`src/rtl/distributor_1_8_32.sv`:
```
// Registered 1-to-N_CH word distributor with per-channel 1-entry output registers and transfer counters.
// Latency 1 cycle. A word waits at the input until its target channel (or all channels when bcast=1) can take it.
module distributor_1_8_32 #(
  parameter int N_CH   = 8,
  parameter int DATA_W = 32,
  parameter int CNT_W  = 8,
  localparam int SEL_W = $clog2(N_CH)
) (
  input  logic              clk,
  input  logic              rst_n,
  input  logic              in_valid,
  output logic              in_ready,
  input  logic [SEL_W-1:0]  s,
  input  logic              bcast,
  input  logic [DATA_W-1:0] x,
  output logic [DATA_W-1:0] y [N_CH-1:0],
  output logic [N_CH-1:0]   y_valid,
  input  logic [N_CH-1:0]   y_ready,
  output logic [CNT_W-1:0]  cnt [N_CH-1:0]
);

  localparam logic [CNT_W-1:0] CNT_ONE = 1;

  logic [N_CH-1:0] ch_free;
  logic [N_CH-1:0] load;
  logic [N_CH-1:0] xfer;
  logic            accept;

  // A channel can load when empty or when its current word leaves this cycle.
  assign ch_free  = ~y_valid | y_ready;
  assign in_ready = rst_n & (bcast ? (&ch_free) : ch_free[s]);
  assign accept   = in_valid & in_ready;
  assign xfer     = y_valid & y_ready;

  always_comb begin
    load = '0;
    if (accept) begin
      if (bcast) begin
        load = '1;
      end else begin
        load[s] = 1'b1;
      end
    end
  end

  // Each channel is EMPTY/FULL, encoded directly by y_valid[i].
  always_ff @(posedge clk) begin
    if (!rst_n) begin
      y_valid <= '0;
      for (int i = 0; i < N_CH; i++) begin
        y[i]   <= '0;
        cnt[i] <= '0;
      end
    end else begin
      for (int i = 0; i < N_CH; i++) begin
        if (load[i]) begin
          y[i]       <= x;
          y_valid[i] <= 1'b1;
        end else if (xfer[i]) begin
          y_valid[i] <= 1'b0;
        end
        if (xfer[i]) begin
          cnt[i] <= cnt[i] + CNT_ONE;
        end
      end
    end
  end

endmodule

```
`config.mk`:
```
export PLATFORM = sky130hd
export DESIGN_NAME = distributor_1_8_32
export DESIGN_NICKNAME = d
export VERILOG_FILES = /design/src/rtl/distributor_1_8_32.sv
export SDC_FILE = /design/constraint.sdc
export NUM_CORES = 1
export LEC_CHECK = 0
export ABC_AREA = 1
export CAP_MARGIN = 0
export CORE_MARGIN = 2
export CORE_UTILIZATION = 50
export DETAILED_ROUTE_END_ITERATION = 8
export PLACE_DENSITY = 0.81
export SKIP_LAST_GASP = 1
export SYNTH_ARGS = -nofsm -noshare
export SYNTH_HDL_FRONTEND = slang
export SYNTH_SLANG_ARGS = --single-unit
```
`constraint.sdc`:
```
create_clock -name clk -period 2.6 [get_ports clk]
set_input_delay 0.52 -clock clk [delete_from_list [all_inputs] [get_ports clk]]
set_output_delay 0.52 -clock clk [all_outputs]
set_load 0.01 [all_outputs]
```
==> results of run 1 <==
[cell type report]
| type | instances | area share, % |
|---|---|---|
| Clock inverter | 5 | 0.2857 |
| Multi-Input combinational cell | 1353 | 28.55 |
| Sequential cell | 328 | 34.87 |
| Timing Repair Buffer | 411 | 21.91 |
| Inverter | 324 | 6.458 |
| Clock buffer | 53 | 5.661 |
| Tap cell | 341 | 2.266 |
[report_power, final]
| group | switching (mW) | internal (mW) | leakage [nW] |
|---|---|---|---|
| clock | 1.97 | 2.92 | 0.553 |
| combinational | 0.973 | 0.791 | 6.08 |
| sequential | 0.144 | 5.30 | 2.68 |
| total | 3.09 | 9.01 | 9.30 |
[cell usage after synthesis]
master / count / area share (%)
a21oi_1: 33 / 1.2
a21oi_4: 1 / 0.12
and2_1: 1 / 0.045
and3_1: 8 / 0.36
buf_1: 2 / 0.054
buf_2: 48 / 1.7
buf_4: 7 / 0.38
buf_6: 11 / 0.90
clkbuf_1: 43 / 1.2
clkbuf_2: 15 / 0.54
clkinv_1: 1 / 0.027
dfxtp_1: 328 / 48
ha_1: 8 / 0.72
inv_1: 320 / 8.7
inv_2: 3 / 0.081
nand2_1: 624 / 17
nand2_2: 1 / 0.045
nand3_1: 7 / 0.25
nand4_1: 16 / 0.72
nor2_1: 597 / 16
nor3_1: 16 / 0.58
o21ai_0: 34 / 1.2
xor2_1: 7 / 0.44
[metrics by stage]
| step | cells | instance area (sq um) | TNS, ns |
|---|---|---|---|
| after global placement | 2757 | 17710 | -0.2848 |
| after global routing | 2815 | 18830 | 0 |
| after floorplan | 2131 | 13820 | 0 |
| after CTS | 2815 | 18830 | 0 |
| after detailed placement | 2757 | 17710 | -6.044 |
| final | 2815 | 18830 | 0 |
[sequential cells by signal (all words and copies together), names as in the netlist]
register,count
cnt,64
y_valid,8
y,256
[worst max path at each step]
| stage | endpoint | from | cells past startpoint | slack, ns |
|---|---|---|---|---|
| after floorplan | in_ready | s[0] | 9 | 0.73 |
| after global placement | in_ready | y_ready[6] | 9 | -0.28 |
| after detailed placement | in_ready | y_ready[6] | 9 | -0.31 |
| after CTS | in_ready | y_ready[6] | 9 | 0.009 |
| after global routing | in_ready | y_ready[6] | 9 | 0.004 |
| final | in_ready | y_ready[6] | 9 | 0.1 |
[cell families after synthesis]
logic type / after synthesis
adder cells (fa/ha/maj): 8
AND/OR/NAND/NOR: 1270
AO/OA/AOI/OAI: 68
buffers and inverters: 450
flip-flops: 328
XOR/XNOR: 7
[layout by cell type, fill, tap and decap left out]
cell type	count
inv_2	3
clkbuf_8	9
bufinv_16	1
clkdlybuf4s50_1	372
nor3_1	16
clkinv_4	1
buf_4	28
clkinv_1	1
inv_1	320
and2_1	1
nor2_1	596
o21ai_0	34
ha_1	8
nand2_1	624
buf_12	8
and3_1	8
clkbuf_16	37
buf_2	1
a21oi_4	1
nand3_1	7
clkbuf_1	8
a21oi_1	33
dlymetal6s2s_1	1
clkinv_2	3
nand2_2	1
nor2_2	1
xor2_1	7
nand4_1	16
dfxtp_1	328
[worst register-to-register path, cell delays in order (launching register included)]
cell and delay, ns:
dfxtp_1 0.33, nand2_1 0.14, nand2_1 0.09, nor2_1 0.12, nand2_1 0.10, a21oi_4 0.13, buf_4 0.16, nand4_1 0.24
buf_4 0.33, nand2_1 0.11, nand2_1 0.06, nor2_1 0.16
[layer usage]
metal	track usage (%)	share of wire, %	up-vias
met2	47.58	47	496
met4	10.52	3.6	0
met3	9.186	9.8	93
met5	0	0	-
li1	-	-	6778
met1	31.79	40	6001
[timing repair]
action	4_1_cts	5_1_grt
gates resized for setup	3	3
setup endpoints to repair	1	1
hold endpoints to repair	0	0
setup buffers	0	0
==> summary.txt, run 1 <==
Run status
  • Outcome: finished, final reports clean

Logic synthesis
  • Fraction of the mapped netlist area in compound gates: 2.545%
  • XOR/XNOR share of the synthesized area: 0.4437%
  • Yosys cell types: 23
  • Register area share after synthesis: 47.52%
  • Post-synthesis mux area share: 0%
  • Syn Area/Cell: 6.484 sq um
  • Warnings, synthesis: 0
  • Synthesized flop and latch total: 328
  • Main combinational cell family by area after synthesis: simple AND/OR/NAND/NOR gates
  • Synthesized Nets: 2,186
  • Synth Area in Simple Gates: 35.18%
  • Cells after Synth: 2,131
  • Adder-cell share of the synthesized area: 0.7244%
  • Synthesized cell area: 0.01382 sq mm

Worst setup path
  • Worst endpoint required time: 2.08 ns
  • Buf/Inv on CP: 3
  • Reg2reg end: y[57]
  • Startpoint types: input pin
  • CP max FO: 3
  • CP max-delay cell: clkdlybuf4s50_1
  • Critical path type: input pin to primary output
  • Reg2Reg Depth: 11
  • Cell mode on critical path: nand2_1
  • Critical Path AT: 1.98 ns
  • Reg-to-reg startpoint: y_valid[7]
  • Cell class contributing the biggest share of worst-path delay: buffers and inverters
  • Max incr delay on CP: 0.53 ns
  • CP cell instances: clkdlybuf4s50_1 > inv_1 > nand2_1 > nand2_1 > nor2_1 > nand2_1 > a21oi_4 > and2_1 > buf_2
  • Setup crit end kind: primary output
  • R2R setup slack: 0.54 ns

Place
  • Port bufs: 375
  • HPWL after DPL: 27,660 um
  • GPL Wtd Cong: 0.8837
  • Setup Slack @ Placement: -0.3130 ns

Die
  • Die width: 170.2 um
  • Row cnt: 60
  • Die Area: 0.02898 sq mm
  • Core area: 0.02703 sq mm
  • Die Height: 170.2 um
  • Ports: 376
  • Initial Util: 51.13%

Power
  • Total chip power: 12.10 mW
  • PwrDens: 642.5 mW/mm^2
  • VDD IR max: 0.4852 mV
  • Leak pwr: 9.305 nW

STA
  • Hold WS: 0.4100 ns
  • Max_slew headroom: 39.03%
  • Final setup skew: 0.01533 ns
  • Fmax: 0.4000 GHz
  • Final setup fails: 0
  • Tmin final: 2.500 ns
  • RSZ-0062 raised after global routing: false
  • Final worst slack: 0.09984 ns
  • Hold Fails Final Rpt: 0
  • Max-slew violation count: 0
  • Final Cycle Share: 96.16%
  • Worst Max-Slew Pin Slew: 0.9146 ns

Cells and area
  • Area of the multi-input gates: 0.005376 sq mm
  • N_diodes: 0
  • Layout cell share with drive strength beyond 1: 3.800%
  • Util after Layout: 69.68%
  • Register area: 0.006566 sq mm
  • Area grow syn2layout: 36.29%
  • Nets: 2,509
  • # fillers: 2,184

Clocking
  • Clock Tree Buf Depth: 3
  • CTS hold repair buffers: 0
  • Worst skew pair latency: 0.50 ns
  • TritonCTS Sinks: 328
  • Number of buffers created by CTS: 36
  • CTS Root Cell: clkbuf_16
  • Clock slew at reported path FFs: 0.05 ns
  • Htree depth: 2
  • TritonCTS clock tree: yes

Worst hold path
  • Hold Path Sink: y_valid[3]
  • Hold Crit Depth: 4
  • Min-Delay Path Class: input pin to flop
  • Hold path start: y_ready[3]

Global route
  • All-Layer GR Usage: 27.63%
  • Initial antenna violation count: 0
  • First-pass GRT wire length: 64,360 um
  • Largest net degree at the start of global routing: 182
  • Gr ovfl total: 0
  • Vias in the first global route: 12,750

Route
  • Vias: 13,370
  • Routed len/inst: 14.50 um
  • Routed Antenna Nets: 0
  • # DRC: 0
  • Drt pass-1 iters: 5
  • Final WL: 40,820 um
  • Vias per std cell: 4.749
  • 1st-iter DRT viols: 925

Job
  • MaxCap Viol Count: 0
Note: power is estimated with default switching activity, not from simulation.
==> run 2, diff against run 1 <==
CORE_UTILIZATION = 52   (was 50)
PLACE_DENSITY = 0.84   (was 0.81)
==> run 2 against run 1 <==
Non-clock buffer count up 2. Clock power down 7.8%. Total power shrank 2.9%. Sequential power about the same. Highest routed layer is now met5. First-iteration DRC count rose by 16%. Core utilization is 2.6 points higher. Combinational power hardly changed. Via count is 0.95% higher. Fmax is 0.47% higher. Clock skew down 0.0049 ns.
==> summary.txt, run 2 (synthesis results as in run 1) <==
Worst setup path
  • Crit path from: y_ready[2] (was y_ready[6])
  • Max incr delay on CP: 0.47 ns (was 0.53 ns)
  • CP max-delay cell: clkdlybuf4s50_1 (unchanged)
  • CP cell instances: clkdlybuf4s50_1 > inv_1 > nand2_1 > nand2_1 > nor2_2 > nand2_1 > a21oi_4 > and2_1 > buf_2 (was clkdlybuf4s50_1 > inv_1 > nand2_1 > nand2_1 > nor2_1 > nand2_1 > a21oi_4 > and2_1 > buf_2)
  • Setup crit end kind: primary output (unchanged)
  • Critical path destination: in_ready (unchanged)
  • Reg-to-reg startpoint: y_valid[2] (was y_valid[7])
  • Critical Path AT: 1.97 ns (was 1.98 ns)
  • Critical path type: input pin to primary output (unchanged)
  • CP max FO: 3 (unchanged)
  • Startpoint types: input pin (unchanged)
  • R2R setup slack: 0.56 ns (was 0.54 ns)
  • Cell mode on critical path: nand2_1 (unchanged)
  • Reg2Reg Depth: 11 (unchanged)
  • Reg2reg end: y[244] (was y[57])
  • Worst endpoint required time: 2.08 ns (about the same)

Clocking
  • TritonCTS Sinks: 328 (unchanged)
  • Clock Tree Buf Depth: 3 (unchanged)
  • Worst skew pair latency: 0.51 ns (was 0.50 ns)
  • Htree depth: 2 (unchanged)
  • Number of buffers created by CTS: 35 (was 36)
  • CTS hold repair buffers: 0 (unchanged)
  • Clock slew at reported path FFs: 0.06 ns (was 0.05 ns)
  • CTS Root Cell: clkbuf_16 (unchanged)
  • # Post-CTS Setup Buffers: 0 (unchanged)
  • TritonCTS clock tree: yes (unchanged)

Cells and area
  • # fillers: 2,039 (was 2,184)
  • Commonest non-fill, non-tap cells in the layout: 623 x nand2_1, 593 x nor2_1, 370 x clkdlybuf4s50_1 (was 624 x nand2_1, 596 x nor2_1, 372 x clkdlybuf4s50_1)
  • Area grow syn2layout: 36.24% (was 36.29%)
  • Biggest registers after layout: y: 256 flops, cnt: 64 flops, y_valid: 8 flops (unchanged)
  • Most common cell after layout, fill and taps aside: nand2_1 (unchanged)
  • N_diodes: 0 (unchanged)
  • Max reg flops: 256 (unchanged)
  • Layout cell share with drive strength beyond 1: 3.880% (was 3.800%)
  • Largest reg by FF count: y (unchanged)
  • Nets: 2,510 (was 2,509)

Global route
  • Gr ovfl total: 0 (unchanged)
  • Met1 GRT Util: 32.83% (was 31.79%)
  • Initial antenna violation count: 1 (was 0)
  • First-pass GRT wire length: 65,360 um (was 64,360 um)
  • Vias in the first global route: 12,840 (was 12,750)
  • Largest net degree at the start of global routing: 162 (was 182)
  • Gr busiest metal: met2 (unchanged)
  • Met3 Resource Use GR: 8.603% (was 9.186%)
  • All-Layer GR Usage: 28.71% (was 27.63%)
  • Met2 global-route usage: 49.24% (was 47.58%)

Run status
  • Outcome: finished, final reports clean (unchanged)

Route
  • Vias per std cell: 4.804 (was 4.749)
  • # DRC: 0 (unchanged)
  • Vias: 13,500 (was 13,370)
  • Final WL: 41,360 um (was 40,820 um)
  • Routed len/inst: 14.72 um (was 14.50 um)
  • 1st-iter DRT viols: 1,075 (was 925)
  • Drt pass-1 iters: 5 (unchanged)
  • Routed Antenna Nets: 0 (unchanged)

Place
  • GPL Wtd Cong: 0.8955 (was 0.8837)
  • Port bufs: 375 (unchanged)
  • HPWL after DPL: 28,210 um (was 27,660 um)

Worst hold path
  • Min-Delay Path Class: input pin to flop (unchanged)
  • Hold path start: rst_n (was y_ready[3])

STA
  • Tmin final: 2.489 ns (was 2.500 ns)
  • Setup TNS: 0 ns (unchanged)
  • Final setup fails: 0 (unchanged)
  • Hold Fails Final Rpt: 0 (unchanged)
  • Worst Max-Slew Pin Slew: 0.7255 ns (was 0.9146 ns)
  • Max-slew violation count: 0 (unchanged)
  • Max_slew headroom: 51.63% (was 39.03%)
  • RSZ-0062 raised after global routing: false (unchanged)
  • Final Cycle Share: 95.71% (was 96.16%)
  • Final setup skew: 0.01042 ns (was 0.01533 ns)
  • Fmax: 0.4018 GHz (was 0.4000 GHz)

Power
  • PwrDens: 623.9 mW/mm^2 (was 642.5 mW/mm^2)
  • Switching Power: 3.095 mW (was 3.089 mW)
  • Leak pwr: 9.311 nW (was 9.305 nW)
  • Sequential Power Share: 46.4% (was 45.0%)
  • Total chip power: 11.75 mW (was 12.10 mW)
  • Logic pwr share: 15.2% (was 14.6%)
  • Pint: 8.650 mW (was 9.010 mW)
  • VDD IR max: 0.5656 mV (was 0.4852 mV)
  • Clock power frac: 38.4% (was 40.4%)
  • Switching Share: 26.36% (was 25.53%)

Die
  • Die width: 167.0 um (was 170.2 um)
  • Ports: 376 (unchanged)
  • Core area: 0.02606 sq mm (was 0.02703 sq mm)
  • Die Area: 0.02789 sq mm (was 0.02898 sq mm)
  • Row cnt: 59 (was 60)
  • Die Height: 167.0 um (was 170.2 um)
  • Initial Util: 53.02% (was 51.13%)

Job
  • MaxCap Viol Count: 0 (unchanged)
## run 2: cell count changes in the layout (fill, tap and decap cells not counted), sizes merged
cell and delta:
bufinv -1, clkdlybuf4s50 -2, inv +4, clkbuf -6
clkinvlp +1, dlymetal6s2s +2, buf +2
## run 2: power groups by stage
| stage | Combinational (mW) | Sequential (mW) | Clock, mW |
|---|---|---|---|
| 6_report | 1.79 | 5.45 | 4.51 |
| 5_1_grt | 1.97 | 5.48 | 4.77 |
| 4_1_cts | 1.79 | 5.45 | 4.59 |
| 3_5_place_dp | 1.77 | 5.55 | 0 |
| 3_3_place_gp | 1.72 | 5.54 | 0 |
| 2_1_floorplan | 0.772 | 5.67 | 0 |
## run 2: how the worst min path moves through the flow
stage	slack [ns]	endpoint	cells after the start
2_1_floorplan	0.47	cnt[7]	1
3_3_place_gp	0.44	cnt[7]	1
3_5_place_dp	0.46	cnt[7]	1
4_1_cts	0.27	y[223]	3
5_1_grt	0.28	y[223]	3
6_report	0.28	y[223]	3
## run 2: per-layer routing
metal | vias up | part of all wire, %
met5 | - | 0.017
met4 | 2 | 4.7
met3 | 113 | 10
met2 | 523 | 47
met1 | 6061 | 39
li1 | 6796 | -
## run 2: repair_timing
action | CTS | global route
gates resized for setup | 4 | 8
gates cloned | 0 | 0
setup endpoints to repair | 1 | 1
## run 2: cell type report
type / instances / area (sq um) / area share [%]
multi-input cells: 1353 / 5386 / 28.61
flip-flops and latches: 328 / 6566 / 34.88
clock inverters: 9 / 62.56 / 0.3323
clock buffers: 47 / 940.9 / 4.998
inverters: 324 / 1216 / 6.461
well taps: 335 / 419.2 / 2.227
repair buffers: 413 / 4233 / 22.49
## run 2: metrics by stage
stage                     worst slack, ns  instances  cell area (sq um)  hold WS (ns)  utilization, %
after floorplan                    0.7349       2131              13820        0.4725               -
after global placement            -0.2363       2753              17810        0.4411           68.33
after detailed placement          -0.2542       2753              17810        0.4555           68.33
after CTS                        0.006982       2809              18810        0.2691           72.19
after global routing              0.06982       2809              18820        0.2796           72.24
final                              0.1115       2809              18820        0.2814           72.24
## run 2: worst max-delay path, delay by kind of cell
family,cells,cell delay (ns)
simple gates,5,0.64
buf+inv,3,0.66
compound gates,1,0.13
